**src/rtl/rename.sv**
```systemverilog
// ---------------------------------------------------------------------------
// rename -- register rename stage between decode and dispatch.
//
// Purpose
//   Takes one decoded instruction per cycle and gives it a ROB id from a
//   wrapping 8-bit allocation counter. It reads the source mappings from the
//   RAT and writes the destination mapping into the RAT. It allocates the ROB
//   entry and then holds the instruction in a single-entry stage (S1) until
//   dispatch accepts it. While the instruction waits in S1, its operands
//   snoop the writeback bus.
//
// Handshake (valid/ready)
//   Decode offers an instruction with decode_rename_valid. rename_stall acts
//   as an inverted ready. An instruction is accepted in a cycle when it is
//   valid, rename_stall is low and rob_flush is low. Decode keeps its inputs
//   stable while rename_stall is high. On the dispatch side,
//   rename_dispatch_valid is the offer and dispatch_stall is the inverted
//   ready. S1 leaves when it is valid and dispatch_stall is low. A drain and
//   an accept in the same cycle reload S1, which gives one instruction per
//   cycle.
//
// Ports
//   clk, rst                      clock; synchronous active-high reset
//   decode_rename_*               decoded instruction in (rd[5] = writes rd)
//   rename_stall                  back-pressure to decode
//   rename_rat_*                  RAT lookup addresses and rename write
//   rat_rs1_*/rat_rs2_*           RAT lookup result, one cycle after address
//   rename_rob_*                  ROB allocation
//   rob_rename_full, rob_flush    ROB back-pressure and pipeline flush
//   wb_*                          writeback snoop for operand wakeup
//   rename_dispatch_*             renamed instruction out
//   dispatch_stall                back-pressure from dispatch
//   dbg_s1_valid, dbg_s1_first    S1 occupancy state, for observation
// ---------------------------------------------------------------------------
module rename #(
  parameter int OPW = 32
) (
  input  logic           clk,
  input  logic           rst,

  input  logic           decode_rename_valid,
  input  logic [5:0]     decode_rename_rd,
  input  logic [4:0]     decode_rename_rs1,
  input  logic [4:0]     decode_rename_rs2,
  input  logic [OPW-1:0] decode_rename_op,
  output logic           rename_stall,

  output logic           rename_rat_valid,
  output logic [5:0]     rename_rat_rd,
  output logic [7:0]     rename_rat_robid,
  output logic [4:0]     rename_rat_rs1,
  output logic [4:0]     rename_rat_rs2,
  input  logic           rat_rs1_valid,
  input  logic [31:0]    rat_rs1_tagval,
  input  logic           rat_rs2_valid,
  input  logic [31:0]    rat_rs2_tagval,

  output logic           rename_rob_valid,
  output logic [5:0]     rename_rob_rd,
  output logic [7:0]     rename_rob_robid,
  input  logic           rob_rename_full,
  input  logic           rob_flush,

  input  logic           wb_valid,
  input  logic           wb_error,
  input  logic [7:0]     wb_robid,
  input  logic [31:0]    wb_result,

  output logic           rename_dispatch_valid,
  output logic [7:0]     rename_dispatch_robid,
  output logic [5:0]     rename_dispatch_rd,
  output logic [OPW-1:0] rename_dispatch_op,
  output logic           rename_dispatch_rs1_valid,
  output logic [31:0]    rename_dispatch_rs1_tagval,
  output logic           rename_dispatch_rs2_valid,
  output logic [31:0]    rename_dispatch_rs2_tagval,
  input  logic           dispatch_stall,

  output logic           dbg_s1_valid,
  output logic           dbg_s1_first
);

  // -------------------------------------------------------------------------
  // State
  // -------------------------------------------------------------------------
  logic [7:0]     r_alloc;       // next ROB id to hand out
  logic           r_s1_valid;
  logic           r_s1_first;    // S1 was loaded last cycle; RAT result is live
  logic [7:0]     r_s1_robid;
  logic [5:0]     r_s1_rd;
  logic [OPW-1:0] r_s1_op;
  logic [4:0]     r_s1_rs1;
  logic [4:0]     r_s1_rs2;
  logic           r_op1_valid;
  logic [31:0]    r_op1_tagval;
  logic           r_op2_valid;
  logic [31:0]    r_op2_tagval;

  logic           w_stall;
  logic           w_accept;
  logic           w_drain;
  logic [32:0]    w_op1;         // {valid, tagval}
  logic [32:0]    w_op2;

  // -------------------------------------------------------------------------
  // Operand resolution. In the first cycle the RAT answer is used directly.
  // After that the operand registers are used. Arch register 0 is always a
  // ready zero. A pending tag wakes up when a non-error writeback matches it
  // on the low 7 bits.
  // -------------------------------------------------------------------------
  function automatic logic [32:0] f_resolve(
    input logic        first,
    input logic [4:0]  src,
    input logic        rat_v,
    input logic [31:0] rat_tv,
    input logic        reg_v,
    input logic [31:0] reg_tv,
    input logic        wbv,
    input logic        wbe,
    input logic [7:0]  wbid,
    input logic [31:0] wbres
  );
    logic        v;
    logic [31:0] tv;
    if (first) begin
      if (src == 5'd0) begin
        v  = 1'b1;
        tv = 32'd0;
      end else begin
        v  = rat_v;
        tv = rat_tv;
      end
    end else begin
      v  = reg_v;
      tv = reg_tv;
    end
    if (!v && wbv && !wbe && (wbid[6:0] == tv[6:0])) begin
      v  = 1'b1;
      tv = wbres;
    end
    return {v, tv};
  endfunction

  always_comb begin
    w_op1 = f_resolve(r_s1_first, r_s1_rs1, rat_rs1_valid, rat_rs1_tagval,
                      r_op1_valid, r_op1_tagval,
                      wb_valid, wb_error, wb_robid, wb_result);
    w_op2 = f_resolve(r_s1_first, r_s1_rs2, rat_rs2_valid, rat_rs2_tagval,
                      r_op2_valid, r_op2_tagval,
                      wb_valid, wb_error, wb_robid, wb_result);
  end

  // -------------------------------------------------------------------------
  // Handshake
  // -------------------------------------------------------------------------
  assign w_stall  = rob_rename_full | (r_s1_valid & dispatch_stall);
  // rst is included so that no RAT or ROB write escapes while in reset.
  assign w_accept = decode_rename_valid & ~w_stall & ~rob_flush & ~rst;
  assign w_drain  = r_s1_valid & ~dispatch_stall;

  assign rename_stall = w_stall;

  // RAT port. The lookup addresses follow decode every cycle. Because the
  // RAT answers one cycle later, a source that names this instruction's own
  // rd sees the older mapping, and no bypass is needed.
  assign rename_rat_rs1   = decode_rename_rs1;
  assign rename_rat_rs2   = decode_rename_rs2;
  assign rename_rat_valid = w_accept & decode_rename_rd[5] &
                            (decode_rename_rd[4:0] != 5'd0);
  assign rename_rat_rd    = decode_rename_rd;
  assign rename_rat_robid = r_alloc;

  // ROB allocation
  assign rename_rob_valid = w_accept;
  assign rename_rob_rd    = decode_rename_rd;
  assign rename_rob_robid = r_alloc;

  // Dispatch. S1 contents are hidden while reset is asserted.
  assign rename_dispatch_valid      = r_s1_valid & ~rst;
  assign rename_dispatch_robid      = r_s1_robid;
  assign rename_dispatch_rd         = r_s1_rd;
  assign rename_dispatch_op         = r_s1_op;
  assign rename_dispatch_rs1_valid  = w_op1[32];
  assign rename_dispatch_rs1_tagval = w_op1[31:0];
  assign rename_dispatch_rs2_valid  = w_op2[32];
  assign rename_dispatch_rs2_tagval = w_op2[31:0];

  assign dbg_s1_valid = r_s1_valid;
  assign dbg_s1_first = r_s1_first;

  // -------------------------------------------------------------------------
  // Control state: allocation counter and S1 occupancy
  // -------------------------------------------------------------------------
  always_ff @(posedge clk) begin
    if (rst) begin
      r_alloc    <= 8'd0;
      r_s1_valid <= 1'b0;
      r_s1_first <= 1'b0;
    end else if (rob_flush) begin
      r_alloc    <= 8'd0;
      r_s1_valid <= 1'b0;
      r_s1_first <= 1'b0;
    end else if (w_accept) begin
      // If S1 is full, accept implies ~dispatch_stall, so S1 drains now.
      r_alloc    <= r_alloc + 8'd1;
      r_s1_valid <= 1'b1;
      r_s1_first <= 1'b1;
    end else begin
      if (w_drain) begin
        r_s1_valid <= 1'b0;
      end
      r_s1_first <= 1'b0;
    end
  end

  // -------------------------------------------------------------------------
  // Datapath: instruction fields on accept, and operand capture every cycle
  // S1 is occupied. The capture freezes the RAT answer after the first
  // cycle and keeps any wakeup seen on the writeback bus.
  // -------------------------------------------------------------------------
  always_ff @(posedge clk) begin
    if (w_accept) begin
      r_s1_robid <= r_alloc;
      r_s1_rd    <= decode_rename_rd;
      r_s1_op    <= decode_rename_op;
      r_s1_rs1   <= decode_rename_rs1;
      r_s1_rs2   <= decode_rename_rs2;
    end
    if (r_s1_valid) begin
      r_op1_valid  <= w_op1[32];
      r_op1_tagval <= w_op1[31:0];
      r_op2_valid  <= w_op2[32];
      r_op2_tagval <= w_op2[31:0];
    end
  end

endmodule

```
**config.mk**
```make
export PLATFORM = sky130hd
export DESIGN_NAME = rename
export DESIGN_NICKNAME = d
export VERILOG_FILES = /design/src/rtl/rename.sv
export SDC_FILE = /design/constraint.sdc
export NUM_CORES = 1
export LEC_CHECK = 0
export CAP_MARGIN = 40
export CORE_ASPECT_RATIO = 0.9
export CORE_MARGIN = 3
export CORE_UTILIZATION = 45
export CTS_BUF_LIST = sky130_fd_sc_hd__clkbuf_4 sky130_fd_sc_hd__clkbuf_8
export DETAILED_ROUTE_END_ITERATION = 7
export GPL_TIMING_DRIVEN = 0
export PLACE_DENSITY = 0.89
export SLEW_MARGIN = 10
export SYNTH_ARGS = -nofsm -noshare
export SYNTH_HDL_FRONTEND = slang
export SYNTH_SLANG_ARGS = --single-unit
```
**constraint.sdc**
```tcl
create_clock -name clk -period 11 [get_ports clk]
set_input_delay 2.2 -clock clk [delete_from_list [all_inputs] [get_ports clk]]
set_output_delay 2.2 -clock clk [all_outputs]
set_load 0.005 [all_outputs]
```
-- Word-level counts from Yosys, hierarchy flattened
Index checks and enable logic that the tools add are counted.
- register bits: 132
- latch bits: 0
- RAM bits: 0
- memory bits (read-only): 0
- input bits: 162
- output and inout bits: 156
- logic and storage cells: 57
- memories: 0
- add/sub/neg operators: 1
- $mul: 0
- divide/modulo/power cells: 0
- $lt $le $gt $ge: 0
- eq/ne operators: 2
- shift operators: 0
- multiplexer cells: 15
- bitwise logic cells: 13
- reduce and logical (&&, ||, !) cells: 14
- operators with widths (cell ; count):
    $mux 32 ; 6
    $eq 7x7->1 ; 2
    $logic_not 5->1 ; 2
    $mux 1 ; 9
    $add 8x1->8 const B ; 1
    $and 1x1->1 ; 8
    $logic_and 1x1->1 ; 6
    $reduce_bool 5->1 ; 1
    $not 1->1 ; 4
    $logic_not 1->1 ; 3
    $reduce_bool 2->1 ; 1
    $reduce_or 2->1 ; 1
    $or 1x1->1 ; 1

-- Longest topological paths before layout
- word-level depth: 8
- mapped depth: 9
- depth with buffers taken out: 6

-- Worst setup path before layout
No wires, ideal clock.
- kind: in2out
- start: input rob_flush
- end: output rename_rat_valid
- data arrival time: 5.648 ns
- required time: 8.800 ns
- setup slack: 3.152 ns
- stages on the path: 4
- buffers on the path: 1
- cells stage by stage: or2_2 clkbuf_1 nor2_1 o311a_1
- longest elaborated chain between the ends: 5
- ends and longest elaborated chain (element ; RTL line ; source):
    from (decl) ; 62 ; input logic rob_flush,
    $not 1->1 ; 158 ; assign w_accept = decode_rename_valid & ~w_stall & ~rob_flush & ~rst;
    $and 1x1->1 (2 in series) ; 158 ;
    net rename_rob_valid ; 58 ; output logic rename_rob_valid,
    $and 1x1->1 (2 in series) ; 168 ; assign rename_rat_valid = w_accept & decode_rename_rd[5] &
    to (decl) ; 48 ; output logic rename_rat_valid,
The timed path passes the listed nets, and every way through them passes these cells.

-- Worst setup path after layout
- start: input rat_rs2_tagval[3]
- end: output rename_dispatch_rs2_tagval[9]
- longest elaborated chain between the ends: 5
- ends and longest elaborated chain (element ; RTL line ; source):
    from (decl) ; 56 ; input logic [31:0] rat_rs2_tagval,
    $mux 32 ; 126 ; if (src == 5'd0) begin
    $mux 32 ; 125 ; if (first) begin
    $eq 7x7->1 ; 137 ; if (!v && wbv && !wbe && (wbid[6:0] == tv[6:0])) begin
    $logic_and 1x1->1 ; 137 ;
    $mux 32 ; 137 ;
    to (decl) ; 76 ; output logic [31:0] rename_dispatch_rs2_tagval,
Every way passes these cells.

==> results.yml <==
run_status:
  outcome: "finished clean"
clocking:
  cts_buffer_depth: 2
  cts_tree: "built"
  clk_pin_slew_ns: 0.07
  cts_resized: 0
  cts_buffers: 17
  worst_skew_pair.late_latency_ns: 0.44
  cts_sinks: 132
  cts_root_buffer: "clkbuf_8"
  hold_buffers: 0
  cts_setup_buffers: 0
  htree_levels: 4
timing:
  fmax_mhz: 137
  fin_tns_setup_ns: 0
  clock_skew_ns: 0.00983
  drv_slew: 0
  tightest_slew_ns: 0.723
  fin_hold_ws_ns: 0.561
  setup_viol_count_final: 0
  maxSlewHeadroom_pct: 51.8
  final-hold-violation-count: 0
  period_needed_ns: 7.31
  period_share_pct: 66.4
  rsz0062_at_grt: "no"
power_and_ir_drop:
  power.leakage_nw: 3.69
  ir_drop_uv: 93.3
  p_total_mw: 1.10
  power_density_nw_per_um2: 108
global_routing:
  globalRouteOverflowTotal: 0
  antenna_found_initial: 0
  grt_max_degree: 47
  first_global_vias: 5485
  track_usage_pct: 26.3
  grt_pass1_wl_um: 31400
drt:
  vias: 5064
  route.detailed.wl_per_inst_um: 21.9
  antenna_left: 0
  drt_wl_total_um: 21000
  drtPass1Iterations: 7
  viasPerCell: 5.29
  drc_errors: 0
  drtIter0Drc: 283
yosys:
  synth.yosys.seq_area_share_pct: 60.9
  ys_top_cells_by_area: "edfxtp_1 58%, a22o_1 7.2%, mux2_4 7.1%"
  synth_cell_type_count: 52
  synth_top_cell_area_share_pct: 57.8
  netlist.top_cell.by_area: "edfxtp_1"
  postSynthCellCount: 419
  ys.flop_type: "edfxtp_1"
  ys_ff_latch: 132
  synth.cell_area_um2: 6340
  synthArstFlopShare_pct: 0
  yosysWarnings: 0
  synth-edff-count: 122
  syn-num-nets: 582
  syn_area_per_cell_um2: 15.1
setup_path:
  crit_path_max_fanout: 10
  endpoint_kind: "primary output"
  crit_required_ns: 8.80
  crit_path_top_delay_cell: "clkdlybuf4s50_1"
  crit_chain: "clkdlybuf4s50_1, mux2i_1, nand2b_1, nor4b_1, o32ai_2, nor3_4, buf_4, mux2_1, clkdlybuf4s50_1"
  max_stage_delay_ns: 0.50
  cpMostUsedCell: "clkdlybuf4s50_1"
  crit_arrival_ns: 5.11
  cp-start-kind: "input pin"
  crit_type: "in -> out"
die:
  dieArea_um2: 15600
  rows: 40
  core_area_um2: 13600
  io_pins: 318
  initial_core_util_pct: 46.8
  die_h_um: 119
  die_x_um: 131
placed_design:
  gp_congestion: 0.850
  placed_cells: 927
  portBuffers: 316
  place_hpwl_um: 16100
min_path:
  hold_class: "reg -> reg"
layout:
  n_antenna_cell: 0
  nets: 920
  syn_to_final_growth_pct: 60.9
  drive_above_1_share_pct: 15.2
  layoutNonFillerInstCount: 958
flow_run:
  cap_viol_max_count: 0
==> kinds of logic after synthesis <==
logic type | share of synthesized area, %
XOR/XNOR | 2.07
buffers and inverters | 5.94
flip-flops | 60.9
AND/OR/NAND/NOR | 5.13
adder cells (fa/ha/maj) | 0.197
multiplexers | 15.2
AO/OA/AOI/OAI | 10.5
==> path summary, 6_finish.rpt <==
path                                                  startpoint                                 end  slack [ns]  depth (start not counted)
worst max-delay path                           rat_rs2_tagval[3]       rename_dispatch_rs2_tagval[9]        3.69                          9
worst min-delay path            rename_rat_robid[6]$_SDFFE_PP0P_  rename_dispatch_robid[6]$_DFFE_PP_        0.56                          0
worst max register to register           dbg_s1_first$_SDFF_PP0_           r_op2_tagval[8]$_DFFE_PP_        8.06                          8
worst min register to register  rename_rat_robid[6]$_SDFFE_PP0P_  rename_dispatch_robid[6]$_DFFE_PP_        0.56                          0
==> power by group <==
| part | internal [mW] | switching, mW |
|---|---|---|
| clock | 0.204 | 0.184 |
| sequential | 0.556 | 0.00408 |
| combinational | 0.104 | 0.0515 |
==> metrics by stage <==
step	cell area, µm²	setup WS [ns]	utilization, %
after floorplan	6340	3.15	-
after global placement	9740	1.30	71.8
after detailed placement	9840	3.70	72.5
after CTS	10200	3.69	75.2
after global routing	10200	3.58	75.2
final	10200	3.69	75.2
==> registers in the layout, summed over array words and instances, names as in the netlist, 5 cells and up <==
signal	count
r_s1_rs1	5
r_op1_tagval	32
rename_rat_robid	8
r_op2_tagval	32
rename_dispatch_op	32
rename_dispatch_robid	8
r_s1_rs2	5
rename_dispatch_rd	6
==> layout make-up <==
class,instances,area (µm²)
flip-flops and latches,132,3870
fillers,829,3360
repair buffers,319,3250
multi-input cells,231,2110
plain buffers,51,358
clock buffers,20,256
well taps,189,236
clock inverters,11,111
inverters,5,18.8
==> cells in the mapped netlist (all sizes together) (3+ instances only) <==
| master | n |
|---|---|
| edfxtp | 122 |
| mux2 | 63 |
| a22o | 52 |
| buf | 40 |
| nor2 | 19 |
| mux2i | 13 |
| nand2 | 13 |
| clkbuf | 11 |
| dfxtp | 10 |
| xor2 | 8 |
| a21oi | 7 |
| xnor2 | 7 |
| inv | 5 |
| nand2b | 4 |
| or3 | 4 |
| nand4 | 3 |
| nor3 | 3 |
| o21ai | 3 |
==> critical path, delay by kind of cell <==
kind            cells  cell delay (ns)
compound gates      1             0.23
buf+inv             3             1.17
mux                 2             0.69
simple gates        3             0.80
==> routing by layer <==
| layer | global-route usage [%] | up-vias | wire (µm) |
|---|---|---|---|
| li1 | - | 2281 | - |
| met1 | 28.1 | 2485 | 7400 |
| met2 | 47.6 | 256 | 11100 |
| met3 | 9.62 | 42 | 1790 |
| met4 | 10.2 | 0 | 675 |
| met5 | 0 | - | 0 |
==> cell usage in the layout (no fill, tap or decap), types with 4 or more instances in the layout <==
cell / netlist / routed
a21oi_1: 6 / 6
a22o_1: 52 / 52
buf_4: 34 / 34
buf_6: 5 / 5
clkbuf_1: 11 / 11
clkbuf_8: 0 / 17
clkdlybuf4s50_1: 0 / 316
clkinv_1: 0 / 4
dfxtp_1: 10 / 9
edfxtp_1: 122 / 122
inv_1: 4 / 4
mux2_1: 29 / 29
mux2_2: 4 / 4
mux2_4: 30 / 30
mux2i_1: 12 / 12
nand2_1: 13 / 13
nand2b_1: 4 / 4
nor2_1: 18 / 17
or3_1: 4 / 4
xnor2_1: 7 / 7
xor2_1: 8 / 8
Power figures use the tool's default switching activity.
